--- src/rtl/systolic_bit_loader.sv ---
// rtl/systolic_bit_loader.sv - frame loader that streams operand sets bit-serially into systolic_4x4
// Collects 2*SETS parallel words, pulses start, shifts every set LSB first, then waits for the array.
module systolic_bit_loader #(
  parameter int LANES   = 4,
  parameter int BITS    = 4,
  parameter int SETS    = 4,
  parameter int TIMEOUT = 64
) (
  input  logic                  clk,
  input  logic                  reset,
  input  logic                  in_valid,
  output logic                  in_ready,
  input  logic [LANES*BITS-1:0] in_data,
  output logic                  start,
  output logic [LANES-1:0]      bit_inputs,
  input  logic                  array_valid,
  output logic                  busy,
  output logic                  frame_done,
  output logic                  timeout_err
);

  localparam int WORDS  = 2 * SETS;
  localparam int SHIFTS = WORDS * BITS;
  localparam int WR_W   = $clog2(WORDS + 1);
  localparam int ADDR_W = $clog2(WORDS);
  localparam int SH_W   = $clog2(SHIFTS);
  localparam int BIT_W  = (BITS > 1) ? $clog2(BITS) : 1;
  localparam int TO_W   = $clog2(TIMEOUT + 1);

  typedef enum logic [1:0] {S_LOAD, S_START, S_SHIFT, S_WAIT} state_t;

  state_t                  state, state_n;
  logic [WR_W-1:0]         wr_cnt, wr_cnt_n;
  logic [SH_W-1:0]         sh_cnt, sh_cnt_n;
  logic [TO_W-1:0]         to_cnt, to_cnt_n;
  logic                    start_n, frame_done_n, timeout_err_n;
  logic [LANES-1:0]        bits_n, lane_bits;
  logic [LANES*BITS-1:0]   frame_buf [WORDS];
  logic [SH_W-1:0]         sh_idx;
  logic [ADDR_W-1:0]       set_sel;
  logic [BIT_W-1:0]        bit_sel;
  logic [BITS-1:0]         elem;
  logic                    accept;

  assign accept = in_valid && in_ready;

  always_ff @(posedge clk) begin
    if (!reset && accept) begin
      frame_buf[wr_cnt[ADDR_W-1:0]] <= in_data;
    end
  end

  // Bits are registered, so the mux looks one shift position ahead of sh_cnt.
  always_comb begin
    sh_idx = '0;
    if (state == S_SHIFT) begin
      sh_idx = sh_cnt + 1'b1;
    end
  end

  assign set_sel = ADDR_W'(sh_idx / SH_W'(BITS));
  assign bit_sel = BIT_W'(sh_idx % SH_W'(BITS));

  always_comb begin
    lane_bits = '0;
    elem      = '0;
    for (int i = 0; i < LANES; i++) begin
      elem         = frame_buf[set_sel][BITS*i +: BITS];
      lane_bits[i] = elem[bit_sel];
    end
  end

  always_comb begin
    state_n       = state;
    wr_cnt_n      = wr_cnt;
    sh_cnt_n      = sh_cnt;
    to_cnt_n      = to_cnt;
    start_n       = 1'b0;
    bits_n        = '0;
    frame_done_n  = 1'b0;
    timeout_err_n = 1'b0;
    case (state)
      S_LOAD: begin
        if (accept) begin
          wr_cnt_n = wr_cnt + 1'b1;
          if (wr_cnt == WR_W'(WORDS - 1)) begin
            state_n = S_START;
            start_n = 1'b1;
          end
        end
      end
      S_START: begin
        state_n  = S_SHIFT;
        sh_cnt_n = '0;
        bits_n   = lane_bits;
      end
      S_SHIFT: begin
        if (sh_cnt == SH_W'(SHIFTS - 1)) begin
          state_n  = S_WAIT;
          to_cnt_n = '0;
        end else begin
          sh_cnt_n = sh_cnt + 1'b1;
          bits_n   = lane_bits;
        end
      end
      S_WAIT: begin
        // A response on the final wait cycle takes priority over the timeout.
        if (array_valid) begin
          state_n      = S_LOAD;
          wr_cnt_n     = '0;
          frame_done_n = 1'b1;
        end else if (to_cnt == TO_W'(TIMEOUT - 1)) begin
          state_n       = S_LOAD;
          wr_cnt_n      = '0;
          timeout_err_n = 1'b1;
        end else begin
          to_cnt_n = to_cnt + 1'b1;
        end
      end
      default: state_n = S_LOAD;
    endcase
  end

  always_ff @(posedge clk) begin
    if (reset) begin
      state       <= S_LOAD;
      wr_cnt      <= '0;
      sh_cnt      <= '0;
      to_cnt      <= '0;
      in_ready    <= 1'b0;
      start       <= 1'b0;
      bit_inputs  <= '0;
      busy        <= 1'b0;
      frame_done  <= 1'b0;
      timeout_err <= 1'b0;
    end else begin
      state       <= state_n;
      wr_cnt      <= wr_cnt_n;
      sh_cnt      <= sh_cnt_n;
      to_cnt      <= to_cnt_n;
      in_ready    <= (state_n == S_LOAD);
      start       <= start_n;
      bit_inputs  <= bits_n;
      busy        <= (state_n != S_LOAD);
      frame_done  <= frame_done_n;
      timeout_err <= timeout_err_n;
    end
  end

endmodule
--- config.mk ---
export PLATFORM = sky130hd
export DESIGN_NAME = systolic_bit_loader
export DESIGN_NICKNAME = d
export VERILOG_FILES = /design/src/rtl/systolic_bit_loader.sv
export SDC_FILE = /design/constraint.sdc
export NUM_CORES = 1
export LEC_CHECK = 0
export ABC_AREA = 1
export ABC_CLOCK_PERIOD_IN_PS = 2800
export CAP_MARGIN = 20
export CORE_UTILIZATION = 59
export CTS_BUF_LIST = sky130_fd_sc_hd__clkbuf_4
export CTS_CLUSTER_SIZE = 28
export DETAILED_ROUTE_END_ITERATION = 8
export GPL_ROUTABILITY_DRIVEN = 0
export GPL_TIMING_DRIVEN = 1
export PLACE_DENSITY = 0.77
export SYNTH_ARGS = -nofsm -noshare
export SYNTH_HDL_FRONTEND = slang
export SYNTH_SLANG_ARGS = --single-unit
--- constraint.sdc ---
create_clock -name clk -period 2.8 [get_ports clk]
set_input_delay 0.42 -clock clk [delete_from_list [all_inputs] [get_ports clk]]
set_output_delay 0.42 -clock clk [all_outputs]
set_load 0.02 [all_outputs]
### Yosys cells after proc, flatten, opt, wreduce, memory -nomap -nowiden

Memories as Yosys holds them, arrays and structs flattened.
Cells that the tools add are included.

| cells by class | value |
|---|---|
| $add $sub $neg | 3 |
| magnitude comparators | 1 |
| equal/unequal tests | 12 |
| mux-type cells | 32 |
| bitwise gates (word level) | 3 |
| reduce and logical (&&, ||, !) cells | 15 |

Operators with widths:

| cell | count |
|---|---|
| $mux 7 | 3 |
| $mux 4 | 4 |
| $pmux 4 s2 | 2 |
| $pmux 7 s2 | 1 |
| $mux 2 | 5 |
| $mux 5 | 2 |
| $pmux 5 s2 | 1 |
| $mux 1 | 9 |
| $bmux 1 s2 | 4 |
| $ne 2x2->1 const B | 4 |
| $pmux 2 s4 | 1 |
| $reduce_bool 2->1 | 4 |
| $add 7x1->7 const B | 1 |
| $eq 7x6->1 const B | 1 |
| $reduce_or 3->1 | 2 |
| $add 5x1->5 const B | 1 |
| $eq 5x5->1 const B | 1 |
| $add 4x1->4 const B | 1 |
| $eq 2x2->1 const B | 2 |
| $eq 4x3->1 const B | 1 |
| $logic_not 2->1 | 2 |
| $reduce_and 4->1 | 1 |
| $lt 2x3->1 const B | 1 |
| $ne 3x3->1 const B | 1 |
| 8 further kinds | 11 |

| storage, ports and cells | value |
|---|---|
| bits in registers | 27 |
| memory bits (writable) | 128 |
| bits of input ports | 20 |
| output and inout port bits | 9 |
| word-level logic and storage cells | 77 |
| memories | 1 |

Memories:

| name | depth | bits a word | rd ports | clocked after memory_dff | wr ports | line | source |
|---|---|---|---|---|---|---|---|
| frame_buf | 8 | 16 | 1 | 0 | 1 | 38 | `logic [LANES*BITS-1:0] frame_buf [WORDS];` |

### Depth between registers and ports, before layout

An unclocked memory read counts as a cell.

| depth | value |
|---|---|
| depth in word-level cells | 7 |
| mapped depth | 17 |
| mapped depth without buffers | 14 |

### Worst setup path after synthesis

No wires, ideal clock.

| path | value |
|---|---|
| path kind | reg2reg |
| from | register in_ready |
| to | memory frame_buf[6][0] (netlist bit) (enable) |
| setup time | 0.409 ns |
| data arrival time | 1.940 ns |
| data required time | 2.391 ns |
| path slack | 0.451 ns |
| cell stages (with the launch flop) | 5 |
| path buffers | 0 |
| period minus slack after synthesis | 2.349 ns |
| path through | dfxtp_1 -> nand2_1 -> nor2_1 -> nand2_1 -> nor3_1 |

| between the ends | value |
|---|---|
| cells in the longest elaborated chain, start to end | 4 |

RTL lines:

| what | line | source |
|---|---|---|
| start: declaration | 12 | `output logic in_ready,` |
| start signal: assignment | 141 | `in_ready <= (state_n == S_LOAD);` |
| $logic_and 1x1->1 | 45 | `assign accept = in_valid && in_ready;` |
| $logic_and 1x1->1 | 48 | `if (!reset && accept) begin` |
| $mux 1 | 48 |  |
| $mux 1 (not written as such) | 49 | `frame_buf[wr_cnt[ADDR_W-1:0]] <= in_data;` |
| end: declaration | 38 |  |

No other way between the ends.

### Worst setup path in the final report

| path | value |
|---|---|
| from | register state[0] |
| to | register bit_inputs[0] |

| between the ends | value |
|---|---|
| cells in the longest elaborated chain, start to end | 7 |
| elaborated cells on any way between the ends | 8 |
| those cells by class | eq/ne (2); mux (5); memory (1) |

RTL lines:

| what | line | source |
|---|---|---|
| start: declaration | 32 | `state_t state, state_n;` |
| start signal: assignment | 137 | `state <= state_n;` |
| $eq 2x2->1 | 56, 82 |  |
| $mux 5 | 56 | `if (state == S_SHIFT) begin` |
| $mem_v2 8x16 | - |  |
| $bmux 1 s2 | 69 | `lane_bits[i] = elem[bit_sel];` |
| $mux 1 (not written as such) | 69 |  |
| $mux 4 | 98 | `if (sh_cnt == SH_W'(SHIFTS - 1)) begin` |
| $pmux 4 s2 * | 82 | `case (state)` |
| end signal: assignment | 143 | `bit_inputs <= bits_n;` |
| end: declaration | 15 | `output logic [LANES-1:0] bit_inputs,` |

Every way passes the cells marked *; elsewhere a longest branch is shown, timed or not. The select of a mux whose other input is x is not followed.
A chain may end at the register's enable or synchronous reset.

==> metrics.txt <==
status complete, no violations; fin util 68.3%; hold path cells 2; initial antenna violation count 0; Worst Setup End Kind register; filler instances 853; Worst Hold End timeout_err; minimum clock period after layout 2570 ps; # port buffers 28; setup TNS 0 ps; Detailed Routing Iterations Pass 1 5; worst-margin pin slew 531 ps; EDFF count, synth 128; PD cells 671 nW/µm²; worst r2r path cells 11; CP Data Arrival Time 3030 ps; Setup CP Type reg -> reg; footprint of the multi-input gates 1990 µm²; starting DRC count in detailed routing 462; Final Net Count 755; CTS tree done; sequential share of power 52.2%; max cap viols 0; WL per Instance 16.6 µm; most used cell, CP nand3_1; IO Pins 29; total gr overflow 0; DRC 0; chip height 110 µm; commonest non-fill, non-tap cells in the layout nand2_1, edfxtp_1, inv_1; full die area 12,000 µm²; Avg Vias per Cell 5.59; Switching Share 31.7%; Slew HR 64.6%; vias 4,907; maximum vdd drop 0.000451 V; Synth Instances 685; WP data required 3270 ps; clock slew at reported path FFs 120 ps; hold buffer count at cts 0; Slew Limit Fails 0; Yosys cell types 24; sequential element share of the synthesized area 64.2%; clock latency on the worst-skew pair 530 ps; CTS Buf Count 17; clock root buffer clkbuf_4; Fin. Hold Viols 0; predominant post-synthesis flop cell edfxtp_1; fmax 0.390 GHz; Worst setup SP type register; first-pass GRT wire length 23.7 mm; DPL Wire Length 9.36 mm; clk buf depth 2; Seq. cell area 4380 µm²; HP Class in -> reg; synthesis-stage register bit count 155; slowest cell on the critical path buf_4; Row Count 38; Initial Utilization 61.6%; worst r2r src state[0]; Final period util 91.7%; core area 11,100 µm²; RSZ-0062 raised after global routing false; Layout area overhead 10.8%; Routed Antenna Nets 0; Inserted Diodes 0; average cell area after synthesis 9.97 µm²; worst r2r dst bit_inputs[0]; H-tree depth 4; P_sw 0.00161 W; vias in the first global route 4,833; Clock power frac 26.0%; Worst Min Path Start array_valid; most common cell after layout, fill and taps aside nand2_1; layout cell share with drive strength beyond 1 8.40%; Worst Clk Skew 13.2 ps; Ys Warns 0; reg-to-reg slack, setup 230 ps; Async SR Flop Fraction 0%; drt total wl 14.5 mm; max incr delay on CP 410 ps; Syn Std Cell Area 6830 µm²; Mapped Nets 715; P_int 0.00347 W; Tot GR Track Use 27.1%; Leakage 3.04 nW; Final Setup Violations 0; largest net degree at the start of global routing 33; CP Cell Sequence inv_1 -> ha_1 -> buf_4 -> inv_2 -> nor2_8 -> nand2_1 -> nand3_1 -> nand3_1 -> nand3_1 -> nand2_1 -> nor2_1; clock sink count 155; Die X 110 µm; critical path peak fanout 31; Comb pwr share 21.7%
state kept, by name (all words and copies together) (netlist names):
signal	cells
frame_buf	128
to_cnt	7
sh_cnt	5
bit_inputs	4
wr_cnt	4
state	2
busy	1
frame_done	1
in_ready	1
start	1
timeout_err	1
worst max-delay path: cells and delay by family (launching register included):
| kind | cells | cell delay (ps) |
|---|---|---|
| buf+inv | 3 | 740 |
| flops | 1 | 360 |
| fa+ha+maj | 1 | 360 |
| simple gates | 7 | 1050 |
final cells by class:
class | instances | area share [%]
Tap cell | 140 | 2.32
Inverter | 75 | 3.72
Multi-Input combinational cell | 425 | 26.3
Clock buffer | 18 | 1.79
Sequential cell | 155 | 58.0
Timing Repair Buffer | 51 | 5.99
Clock inverter | 14 | 1.94
power groups by stage:
stage          clock [W]  combinational [W]  sequential [W]
6_report         0.00132            0.00110         0.00265
5_1_grt          0.00144            0.00123         0.00266
4_1_cts          0.00136            0.00109         0.00265
3_5_place_dp           0            0.00108         0.00270
3_3_place_gp           0            0.00105         0.00270
2_1_floorplan          0           0.000771         0.00270
worst max-delay path by stage:
| stage | startpoint | end | slack (ps) |
|---|---|---|---|
| 6_report | state[0] | bit_inputs[0] | 230 |
| 5_1_grt | sh_cnt[0] | bit_inputs[0] | 40 |
| 4_1_cts | state[0] | bit_inputs[0] | 230 |
| 3_5_place_dp | state[0] | bit_inputs[0] | 250 |
| 3_3_place_gp | state[0] | bit_inputs[3] | 320 |
| 2_1_floorplan | in_ready | frame_buf[6][0] | 450 |
stage by stage:
stage | total power [W] | cell area, µm² | worst slack (ps) | hold WS [ps] | instances
2_1_floorplan | 0.00348 | 6830 | 451 | 437 | 685
3_3_place_gp | 0.00374 | 7270 | 316 | 450 | 846
3_5_place_dp | 0.00378 | 7270 | 253 | 483 | 846
4_1_cts | 0.00509 | 7560 | 226 | 437 | 878
5_1_grt | 0.00533 | 7560 | 42.5 | 459 | 878
6_report | 0.00507 | 7560 | 234 | 489 | 878
Yosys cell counts (3+ instances only):
| master | n | area share, % |
|---|---|---|
| a21oi_1 | 16 | 1.2 |
| buf_2 | 10 | 0.73 |
| buf_4 | 10 | 1.1 |
| buf_6 | 3 | 0.49 |
| clkbuf_1 | 7 | 0.38 |
| dfxtp_1 | 27 | 7.9 |
| edfxtp_1 | 128 | 56 |
| ha_1 | 10 | 1.8 |
| inv_1 | 73 | 4.0 |
| nand2_1 | 199 | 11 |
| nand3_1 | 65 | 4.8 |
| nand4_1 | 31 | 2.8 |
| nor2_1 | 53 | 2.9 |
| nor3_1 | 12 | 0.88 |
| o21ai_0 | 16 | 1.2 |
| o21ai_1 | 11 | 0.81 |
| xor2_1 | 4 | 0.51 |
layer usage:
| metal | global-route usage (%) | part of all wire (%) | vias up |
|---|---|---|---|
| met1 | 34.2 | 40 | 2288 |
| met3 | 6.64 | 8.4 | 36 |
| met4 | 13.2 | 2.6 | 0 |
| li1 | - | - | 2371 |
| met2 | 43.8 | 49 | 212 |
| met5 | 0 | 0 | - |
cell families (layout without fill, tap and decap cells):
kind of cell | Yosys count | count (layout) | share of synthesized area (%)
flip-flops | 155 | 155 | 64.2
buffers and inverters | 105 | 158 | 6.84
adder cells (fa/ha/maj) | 10 | 10 | 1.83
AND/OR/NAND/NOR | 367 | 367 | 23.3
XOR/XNOR | 5 | 5 | 0.641
AO/OA/AOI/OAI | 43 | 43 | 3.15
repair_timing:
action                                  in CTS  in global routing
gates resized for setup                      0                  1
endpoints found under the setup margin       0                  4
buffers inserted                             0                  0
Power figures use the tool's default switching activity.
